## config.mk

```make
export PLATFORM = sky130hd
export DESIGN_NAME = keypad_time_loader_flat
export DESIGN_NICKNAME = d
export VERILOG_FILES = /design/src/rtl/keypad_time_loader_if.sv /design/src/rtl/keypad_time_loader.sv /design/src/flat_wrapper.sv
export SDC_FILE = /design/constraint.sdc
export NUM_CORES = 1
export LEC_CHECK = 0
export CAP_MARGIN = 5
export CORE_ASPECT_RATIO = 1.4
export CORE_MARGIN = 8
export CORE_UTILIZATION = 65
export DETAILED_ROUTE_END_ITERATION = 16
export DONT_BUFFER_PORTS = 1
export GPL_ROUTABILITY_DRIVEN = 0
export PLACE_DENSITY = 0.89
export SKIP_LAST_GASP = 1
export SLEW_MARGIN = 20
export SYNTH_ARGS = -nofsm -noshare
export SYNTH_HDL_FRONTEND = slang
export SYNTH_SLANG_ARGS = --single-unit
```

## constraint.sdc

```tcl
create_clock -name clk -period 5.6 [get_ports clk]
set_input_delay 0.56 -clock clk [delete_from_list [all_inputs] [get_ports clk]]
set_output_delay 0.56 -clock clk [all_outputs]
set_load 0.1 [all_outputs]
```

## src/rtl/keypad_time_loader_if.sv

```systemverilog
// Keypad digit/display bundle between the encoder side (master) and the time loader (slave).
interface keypad_time_loader_if;
  logic [3:0] bcd;
  logic       loadn;
  logic       lock;
  logic       clear_entry;
  logic [3:0] mins_tens;
  logic [3:0] mins_ones;
  logic [3:0] secs_tens;
  logic [3:0] secs_ones;
  logic [2:0] digit_count;
  logic       full;
  logic       time_valid;
  logic [6:0] seg;
  logic [3:0] an;

  modport master (
    output bcd, loadn, lock, clear_entry,
    input  mins_tens, mins_ones, secs_tens, secs_ones, digit_count, full, time_valid, seg, an
  );

  modport slave (
    input  bcd, loadn, lock, clear_entry,
    output mins_tens, mins_ones, secs_tens, secs_ones, digit_count, full, time_valid, seg, an
  );
endinterface

```

## src/rtl/keypad_time_loader.sv

```systemverilog
// Shifts keypad digits into an MM:SS entry register and scans it onto a 4-digit 7-seg display.
// Optional: define LEADING_ZERO_BLANK_EN to blank leading zeros (slot0 always shown).
module keypad_time_loader #(
  parameter int SCAN_DIV = 1000,
  parameter int SCAN_W   = 10
) (
  input logic                clk,
  input logic                clearn,
  keypad_time_loader_if.slave kif
);

  logic            s1, s2, s3;
  logic [3:0]      b1, b2;
  logic [3:0][3:0] dig;
  logic [2:0]      cnt;
  logic            full, accept, take;

  always_ff @(posedge clk or negedge clearn) begin
    if (!clearn) begin
      s1 <= 1'b0; s2 <= 1'b0; s3 <= 1'b0;
      b1 <= 4'd0; b2 <= 4'd0;
    end else begin
      s1 <= kif.loadn; s2 <= s1; s3 <= s2;
      b1 <= kif.bcd;   b2 <= b1;
    end
  end

  // One accept per press: rising edge of the synchronized strobe.
  assign accept = s2 & ~s3;
  assign full   = (cnt == 3'd4);
  assign take   = accept & ~kif.lock & (b2 <= 4'd9) & ~full;

  always_ff @(posedge clk or negedge clearn) begin
    if (!clearn) begin
      dig <= '0;
      cnt <= 3'd0;
    end else if (kif.clear_entry) begin
      dig <= '0;
      cnt <= 3'd0;
    end else if (take) begin
      dig <= {dig[2:0], b2};
      cnt <= cnt + 3'd1;
    end
  end

  assign kif.mins_tens   = dig[3];
  assign kif.mins_ones   = dig[2];
  assign kif.secs_tens   = dig[1];
  assign kif.secs_ones   = dig[0];
  assign kif.digit_count = cnt;
  assign kif.full        = full;
  assign kif.time_valid  = (dig[1] <= 4'd5);

  function automatic logic [6:0] seg_code(input logic [3:0] d);
    case (d)
      4'd0:    seg_code = 7'b1000000;
      4'd1:    seg_code = 7'b1111001;
      4'd2:    seg_code = 7'b0100100;
      4'd3:    seg_code = 7'b0110000;
      4'd4:    seg_code = 7'b0011001;
      4'd5:    seg_code = 7'b0010010;
      4'd6:    seg_code = 7'b0000010;
      4'd7:    seg_code = 7'b1111000;
      4'd8:    seg_code = 7'b0000000;
      4'd9:    seg_code = 7'b0010000;
      default: seg_code = 7'b1111111;
    endcase
  endfunction

  logic [SCAN_W-1:0] pre;
  logic [1:0]        slot, nslot;
  logic [3:0]        blank;
  logic [6:0]        nseg;
  logic [6:0]        seg_q;
  logic [3:0]        an_q;

  assign nslot = slot + 2'd1;

  // Segment pattern for the slot about to be entered, so seg and an switch together.
  always_comb begin
    blank = '0;
`ifdef LEADING_ZERO_BLANK_EN
    blank[3] = (dig[3] == 4'd0);
    for (int i = 2; i >= 1; i--) blank[i] = blank[i+1] & (dig[i] == 4'd0);
`endif
    nseg = blank[nslot] ? 7'b1111111 : seg_code(dig[nslot]);
  end

  always_ff @(posedge clk or negedge clearn) begin
    if (!clearn) begin
      pre   <= '0;
      slot  <= 2'd0;
      an_q  <= 4'b1110;
      seg_q <= 7'b1000000;
    end else if (pre == SCAN_W'(SCAN_DIV - 1)) begin
      pre   <= '0;
      slot  <= nslot;
      an_q  <= ~(4'b0001 << nslot);
      seg_q <= nseg;
    end else begin
      pre <= pre + SCAN_W'(1);
    end
  end

  assign kif.seg = seg_q;
  assign kif.an  = an_q;

endmodule

```

## src/flat_wrapper.sv

```systemverilog
// flat-port wrapper written by rule: the top's interface ports become plain ports
module keypad_time_loader_flat 
#(
  parameter int SCAN_DIV = 1000,
  parameter int SCAN_W   = 10
)
  (clk, clearn, kif_bcd, kif_loadn, kif_lock, kif_clear_entry, kif_mins_tens, kif_mins_ones, kif_secs_tens, kif_secs_ones, kif_digit_count, kif_full, kif_time_valid, kif_seg, kif_an);
  keypad_time_loader_if kif_i ();
  input logic clk;
  input logic clearn;
  input wire logic [$bits(kif_i.bcd)-1:0] kif_bcd;
  input wire logic [$bits(kif_i.loadn)-1:0] kif_loadn;
  input wire logic [$bits(kif_i.lock)-1:0] kif_lock;
  input wire logic [$bits(kif_i.clear_entry)-1:0] kif_clear_entry;
  output wire logic [$bits(kif_i.mins_tens)-1:0] kif_mins_tens;
  output wire logic [$bits(kif_i.mins_ones)-1:0] kif_mins_ones;
  output wire logic [$bits(kif_i.secs_tens)-1:0] kif_secs_tens;
  output wire logic [$bits(kif_i.secs_ones)-1:0] kif_secs_ones;
  output wire logic [$bits(kif_i.digit_count)-1:0] kif_digit_count;
  output wire logic [$bits(kif_i.full)-1:0] kif_full;
  output wire logic [$bits(kif_i.time_valid)-1:0] kif_time_valid;
  output wire logic [$bits(kif_i.seg)-1:0] kif_seg;
  output wire logic [$bits(kif_i.an)-1:0] kif_an;
  assign kif_i.bcd = kif_bcd;
  assign kif_i.loadn = kif_loadn;
  assign kif_i.lock = kif_lock;
  assign kif_i.clear_entry = kif_clear_entry;
  assign kif_mins_tens = kif_i.mins_tens;
  assign kif_mins_ones = kif_i.mins_ones;
  assign kif_secs_tens = kif_i.secs_tens;
  assign kif_secs_ones = kif_i.secs_ones;
  assign kif_digit_count = kif_i.digit_count;
  assign kif_full = kif_i.full;
  assign kif_time_valid = kif_i.time_valid;
  assign kif_seg = kif_i.seg;
  assign kif_an = kif_i.an;
  keypad_time_loader #(.SCAN_DIV(SCAN_DIV), .SCAN_W(SCAN_W)) u_core (.clk(clk), .clearn(clearn), .kif(kif_i));
endmodule
```

==> metrics, run 1 <==
met1 GRT Util=17.94%; Seq pwr share=~63%; clock buffer depth=2; Clk pin slew, worst setup/hold paths=90 ps; final worst path period share=about 50%; VDD IR max=0.2341 mV; count of buffers from port buffering=0; Reg2Reg Depth=6; routed vias/inst=5.992; outcome=finished clean; Root Driver=clkbuf_8; Routed Antenna Nets=0; PostCTS Resize Cnt=0; Die Ht=88.16 um; cell leakage power=1.252 nW; CP Max Fanout=3; wire per inst=18.40 um; initial antenna violation count=0; synthesized instance count=208; met2 layer usage reported by global route=26.97%; Sw Ratio=between 20% and 30%; setup violators final=0; Post-synth EDFFs=0; Worst Hold Slack=82.20 ps; Syn Area/Cell=roughly 12 sq um; # rows=26; asr flop ratio synth=between 90% and 100%; grt peak-use layer=met2; final net count=227; Starting Density=about 67%; Cells after DPL=240; Top FF cell, synth=dfrtp_1; FMAX=358.1 MHz; worst min path class=in -> async; final setup TNS=0 ps; die extent in x=67.54 um; hpwl dp=between 3000 and 4000 um; via count=1492; router iterations before antenna repair=4; Die Footprint=5954 sq um; synth warn=0; Inserted Diodes=0; CTS sink cnt=53; # DRC=0; core box area=3611 sq um; io pins=41; TritonCTS buffer count=5; H-tree levels=2; switching pwr=approximately 150 uW; Seq cells post-synth=53; critical path type=reg -> out; max cap viols=0; final WL=4582 um; syn_nets=229; Total GRT Usage=16.30%; gr ovfl total=0; Slew HR=28.18%; Area Overhead vs Synth=5.124%; count of cell types in the netlist=41; Tmin final=2793 ps; worst endpoint required time=5040 ps; WP data arrival=2230 ps; dpl cell area=2415 sq um; vias in the first global route=1468; area of the mapped netlist=2417 sq um; Clock Latency Late Sink=approximately 310 ps; Combinational Power Share=~2.7%; Crit. End Element=primary output; TritonCTS clock tree=done; largest net degree at the start of global routing=50; sequential cell area fraction in the yosys report=~55%; Final Max Tran Viols=0; first-pass GRT wire length=roughly 7300 um; Global Route met3 Usage=5.762%; crit start category=flop; Layout Cells excl Fill=249; Clk pwr share=33.8%; post-CTS setup buffer count=0; share of cells above drive strength 1=9.662%; RSZ-0062 raised after global routing=no; Least-Margin Pin Slew=about 1100 ps; Internal=just under 500 uW; initial DRC count=70; clk_skew=7.754 ps; final hold vios=0; Filler cells=250; Finished Cell Area=~2500 sq um; Power Density=around 250 nW/um^2
## kinds of logic (layout without fill, tap and decap cells)
kind of cell               count (synthesis)  count (layout)  synth area share (%)
AOI/OAI and AO/OA                         31              31                 7.920
xor gates and xnor gates                   9               9                 3.261
adders and majority gates                 12              12                 6.211
buffers and inverters                     18              17                 3.675
DFF                                       53              53                 55.07
muxes                                     22              22                 11.54
and+or+nand+nor                           63              63                 12.32
## final timing paths
| kind | from | to | slack, ps |
|---|---|---|---|
| max | u_core.kif.digit_count[0]$_DFFE_PN0P_ | kif_full | 2810 |
| min | clearn | u_core.kif.an[3]$_DFFE_PN1N_ | 80 |
| max reg2reg | u_core.kif.secs_tens[1]$_DFFE_PN0P_ | u_core.kif.seg[3]$_DFFE_PN0N_ | 2950 |
| min reg2reg | u_core.s1$_DFF_PN0_ | u_core.s2$_DFF_PN0_ | 350 |
| max in group asynchronous | clearn | u_core.s3$_DFF_PN0_ | 5290 |
| min in group clk | kif_bcd[0] | u_core.b1[0]$_DFF_PN0_ | 270 |
## worst max-delay path, stage by stage (launching register included)
cell	delay, ps
dfrtp_1	750
inv_1	240
ha_1	170
nand2_1	90
inv_1	670
## cell usage in the layout, fill, tap and decap left out, types with 3 or more instances in the layout
cell,Yosys,routed
o21ai_0,12,12
xor2_1,4,4
mux2i_1,17,17
ha_1,12,12
nor2_1,28,28
inv_1,8,8
xnor2_1,5,5
dfrtp_1,49,49
a22o_1,3,3
dfstp_2,4,4
nand2_1,15,15
a21oi_1,6,5
clkbuf_8,0,5
nand3_1,4,3
## sequential cells by signal, summed over array words and instances (netlist names), 2 cells and up
name and flops:
u_core.b2 4, u_core.kif.an 4, u_core.kif.mins_ones 4, u_core.kif.digit_count 3
u_core.kif.secs_tens 4, u_core.slot 2, u_core.kif.secs_ones 4, u_core.kif.seg 7
u_core.pre 10, u_core.b1 4, u_core.kif.mins_tens 4
## stage by stage
step           total power [mW]  setup WS, ps  util [%]
2_1_floorplan            0.4155          2643         -
4_1_cts                  0.6362          2702     70.03
3_5_place_dp             0.4161          2720     66.87
5_1_grt                  0.6514          2738     70.37
3_3_place_gp             0.4157          2751     66.87
6_report                 0.6302          2807     70.37
## metal layers
| metal | vias to the layer above | wire length (um) |
|---|---|---|
| met5 | - | 0 |
| met4 | 0 | 113 |
| met3 | 10 | 286 |
| met2 | 37 | 2282 |
| met1 | 739 | 1899 |
| li1 | 706 | - |
## synthesized netlist by cell type, types with 2 or more instances
| cell | n | area, sq um |
|---|---|---|
| a21o_1 | 2 | 15.01 |
| a21oi_1 | 6 | 30.03 |
| a22o_1 | 3 | 26.28 |
| buf_2 | 2 | 10.01 |
| buf_6 | 2 | 22.52 |
| clkbuf_1 | 4 | 15.01 |
| dfrtp_1 | 49 | 1226 |
| dfstp_2 | 4 | 105.1 |
| ha_1 | 12 | 150.1 |
| inv_1 | 8 | 30.03 |
| mux2i_1 | 17 | 170.2 |
| mux4_1 | 2 | 52.55 |
| mux4_2 | 2 | 45.04 |
| nand2_1 | 15 | 56.30 |
| nand3_1 | 4 | 20.02 |
| nand4_1 | 2 | 12.51 |
| nor2_1 | 28 | 105.1 |
| nor3_1 | 2 | 10.01 |
| o21ai_0 | 12 | 60.06 |
| o21ai_1 | 2 | 10.01 |
| or3_1 | 2 | 12.51 |
| or4_1 | 2 | 15.01 |
| xnor2_1 | 5 | 43.79 |
| xor2_1 | 4 | 35.03 |
## power by group through the flow
stage	Clock [mW]	Combinational, mW	Sequential (mW)
2_1_floorplan	0	0.00929	0.406
3_3_place_gp	0	0.00847	0.407
3_5_place_dp	0	0.00871	0.407
4_1_cts	0.219	0.0177	0.400
5_1_grt	0.231	0.0196	0.400
6_report	0.213	0.0172	0.400
## area by class of cell
class | instances | area [sq um] | share of cell area (%)
clock buffer | 6 | 72.57 | 2.856
tap | 42 | 52.55 | 2.068
inverter | 8 | 30.03 | 1.182
multi-input combinational | 137 | 1013 | 39.88
clock inverter | 2 | 13.76 | 0.5416
timing repair buffer | 1 | 27.53 | 1.083
sequential | 53 | 1331 | 52.39
## repair_timing
item,CTS,global route
hold buffers,1,0
setup endpoints to repair,0,0
hold endpoints to repair,49,0
(Power assumes the default switching activity.)
==> run 2: changes to the inputs <==
Settings changed: CORE_UTILIZATION 65 to 62, PLACE_DENSITY 0.89 to 0.86.
Clock period 5.6 ns to 2.8 ns, I/O delays scaled along.
==> run 2 against run 1 <==
Net effect: utilization rose by 2.1 points; cell count increased by 12%; register-to-register slack lost 2700 ps; sequential cell count did not move; hold slack got worse by 45 ps; non-clock buffer count up 29; global-route usage up 0.47 points; via count increased by 9.5%; die area up 3.8%; power grew 120%; setup slack got worse by 2500 ps; first-iteration DRC count is 40% higher; critical path type is now reg -> reg; critical endpoint is now u_core.kif.seg[3]$_DFFE_PN0N_; largest cell class unchanged.
==> metrics, run 2 (synthesized netlist as in run 1, its figures left out) <==
outcome=finished clean; final worst path period share=89.66%; Starting Density=62.77% (-4.2 points); Crit. End Element=flop; post-CTS setup buffer count=0 (unchanged); CP top delay family=adder cells; max reg flops=10 (unchanged); cell leakage power=1.411 nW (+13%); router iterations before antenna repair=4 (unchanged); routed vias/inst=5.853 (-2.3%); critical path type=reg -> reg; final setup TNS=0 ps (unchanged); Layout Cells excl Fill=279 (+12%); Area Overhead vs Synth=15.53%; commonest non-fill, non-tap cell in the layout=dfrtp_1; CTS sink cnt=53 (unchanged); Crit-path slowest cell=dfrtp_1; CP peak stage delay=540 ps (-210 ps); via count=1633 (+9.5%); io pins=41 (unchanged); Tmin final=between 2000 and 3000 ps; CP bufs+invs=2 (unchanged); Total GRT Usage=16.77% (+0.47 points); Cells after DPL=264 (+10%); Root Driver=clkbuf_8; final WL=4818 um (+5.2%); max cap viols=0 (unchanged); TritonCTS clock tree=done; share of cells above drive strength 1=17.80% (+8.1 points); final hold vios=0 (unchanged); VDD IR max=0.4603 mV (+97%); Die Ht=89.88 um (+2.0%); worst endpoint required time=2990 ps (-2050 ps); # rows=27 (+3.8%); initial DRC count=98 (+40%); Power Density=491.7 nW/um^2 (+98%); gr ovfl total=0 (unchanged); TritonCTS buffer count=5 (unchanged); RSZ-0062 raised after global routing=no; final net count=256 (+13%); Clk pwr share=38.3% (+4.5 points); wire per inst=17.27 um (-6.2%); first-pass GRT wire length=8114 um (+12%); setup violators final=0 (unchanged); Clk pin slew, worst setup/hold paths=90 ps (about the same); Clock Latency Late Sink=300 ps (about the same); dpl cell area=2589 sq um (+7.2%); clock buffer depth=2 (unchanged); worst min path class=in -> reg; crit start category=flop; core box area=3851 sq um (+6.7%); largest net degree at the start of global routing=54 (+8.0%); Slew HR=38.36% (+10 points); Sw Ratio=20.78% (-2.6 points); Inserted Diodes=0 (unchanged); Internal=1.088 mW (+130%); Combinational Power Share=4.9% (+2.2 points); switching pwr=285.3 uW (+94%); hpwl dp=3533 um (+13%); initial antenna violation count=0 (unchanged); Least-Margin Pin Slew=924.6 ps (-152.7 ps); # DRC=0 (unchanged); clk_skew=7.536 ps (-0.2184 ps); Worst Hold Slack=37.26 ps (-44.94 ps); FMAX=398.3 MHz; CP Max Fanout=7 (+4); Critical Path, Cell by Cell=inv_1 -> ha_1 -> mux4_1 -> inv_1 -> ha_1 -> or2_1 -> a21o_1 -> a22o_1; commonest non-fill, non-tap cells in the layout=dfrtp_1 (49), nor2_1 (28), buf_4 (23); vias in the first global route=1832 (+25%); Die Footprint=6181 sq um (+3.8%); Top reg by flops=u_core.pre; die extent in x=68.77 um (+1.8%); Final Max Tran Viols=0 (unchanged); WP data arrival=2700 ps (+470 ps); Routed Antenna Nets=0 (unchanged); Seq pwr share=56.8% (-6.6 points); Filler cells=262 (+4.8%); Finished Cell Area=2793 sq um (+9.9%); count of buffers from port buffering=0 (unchanged); H-tree levels=2 (unchanged); PostCTS Resize Cnt=0 (unchanged)
## run 2: changes by cell type in the layout (fill, tap and decap cells not counted), sizes merged
cell         before  now
bufinv            0    1
inv               9    8
dlygate4sd3       0    6
clkinv            1    0
buf               1   24
clkbuf            6    7
## run 2: what timing repair did
action	in CTS	in global routing
hold endpoints to repair	58	0
hold buffers	7	0
endpoints found under the setup margin	0	0
## run 2: per-layer routing
metal | vias up | share of wire (%) | track usage [%]
li1 | 761 | - | -
met4 | 0 | 3.2 | 10.25
met5 | - | 0 | 0
met1 | 808 | 37 | 17.15
met2 | 47 | 53 | 27.63
met3 | 17 | 6.3 | 5.839
## run 2: area by class of cell
cell class | count | area (sq um) | area share, %
timing repair buffer | 30 | 260.3 | 9.319
sequential | 53 | 1331 | 47.67
tap | 43 | 53.80 | 1.927
clock inverter | 1 | 30.03 | 1.075
multi-input combinational | 137 | 1001 | 35.84
clock buffer | 7 | 86.33 | 3.091
inverter | 8 | 30.03 | 1.075
## run 2: path summary, 6_finish.rpt
kind | start | endpoint | slack, ps | cells past startpoint
setup / recovery | u_core.slot[0]$_DFFE_PN0N_ | u_core.kif.seg[3]$_DFFE_PN0N_ | 290 | 8
hold reg to reg | u_core.b1[2]$_DFF_PN0_ | u_core.b2[2]$_DFF_PN0_ | 370 | 0
setup reg to reg | u_core.slot[0]$_DFFE_PN0N_ | u_core.kif.seg[3]$_DFFE_PN0N_ | 290 | 8
hold / removal | kif_clear_entry | u_core.kif.secs_ones[3]$_DFFE_PN0P_ | 40 | 1
max in group asynchronous | clearn | u_core.kif.seg[6]$_DFFE_PN1N_ | 2020 | 2
min in group asynchronous | clearn | u_core.kif.seg[2]$_DFFE_PN0N_ | 480 | 2
## run 2: power by group through the flow
stage | Clock (mW) | Combinational, mW | Sequential, mW
detailed placement | 0 | 0.0422 | 0.795
finish | 0.526 | 0.0671 | 0.780
floorplan | 0 | 0.0186 | 0.813
CTS | 0.539 | 0.0686 | 0.780
global route | 0.558 | 0.0724 | 0.781
global placement | 0 | 0.0410 | 0.794
## run 2: metrics by stage
| stage | util (%) | worst slack [ps] | power (mW) |
|---|---|---|---|
| 6_report | 72.51 | 289.6 | 1.373 |
| 3_5_place_dp | 67.22 | 335.3 | 0.8375 |
| 3_3_place_gp | 67.22 | 461.9 | 0.8355 |
| 5_1_grt | 72.51 | 105.4 | 1.412 |
| 2_1_floorplan | - | 123.4 | 0.8311 |
| 4_1_cts | 72.51 | 286.3 | 1.387 |
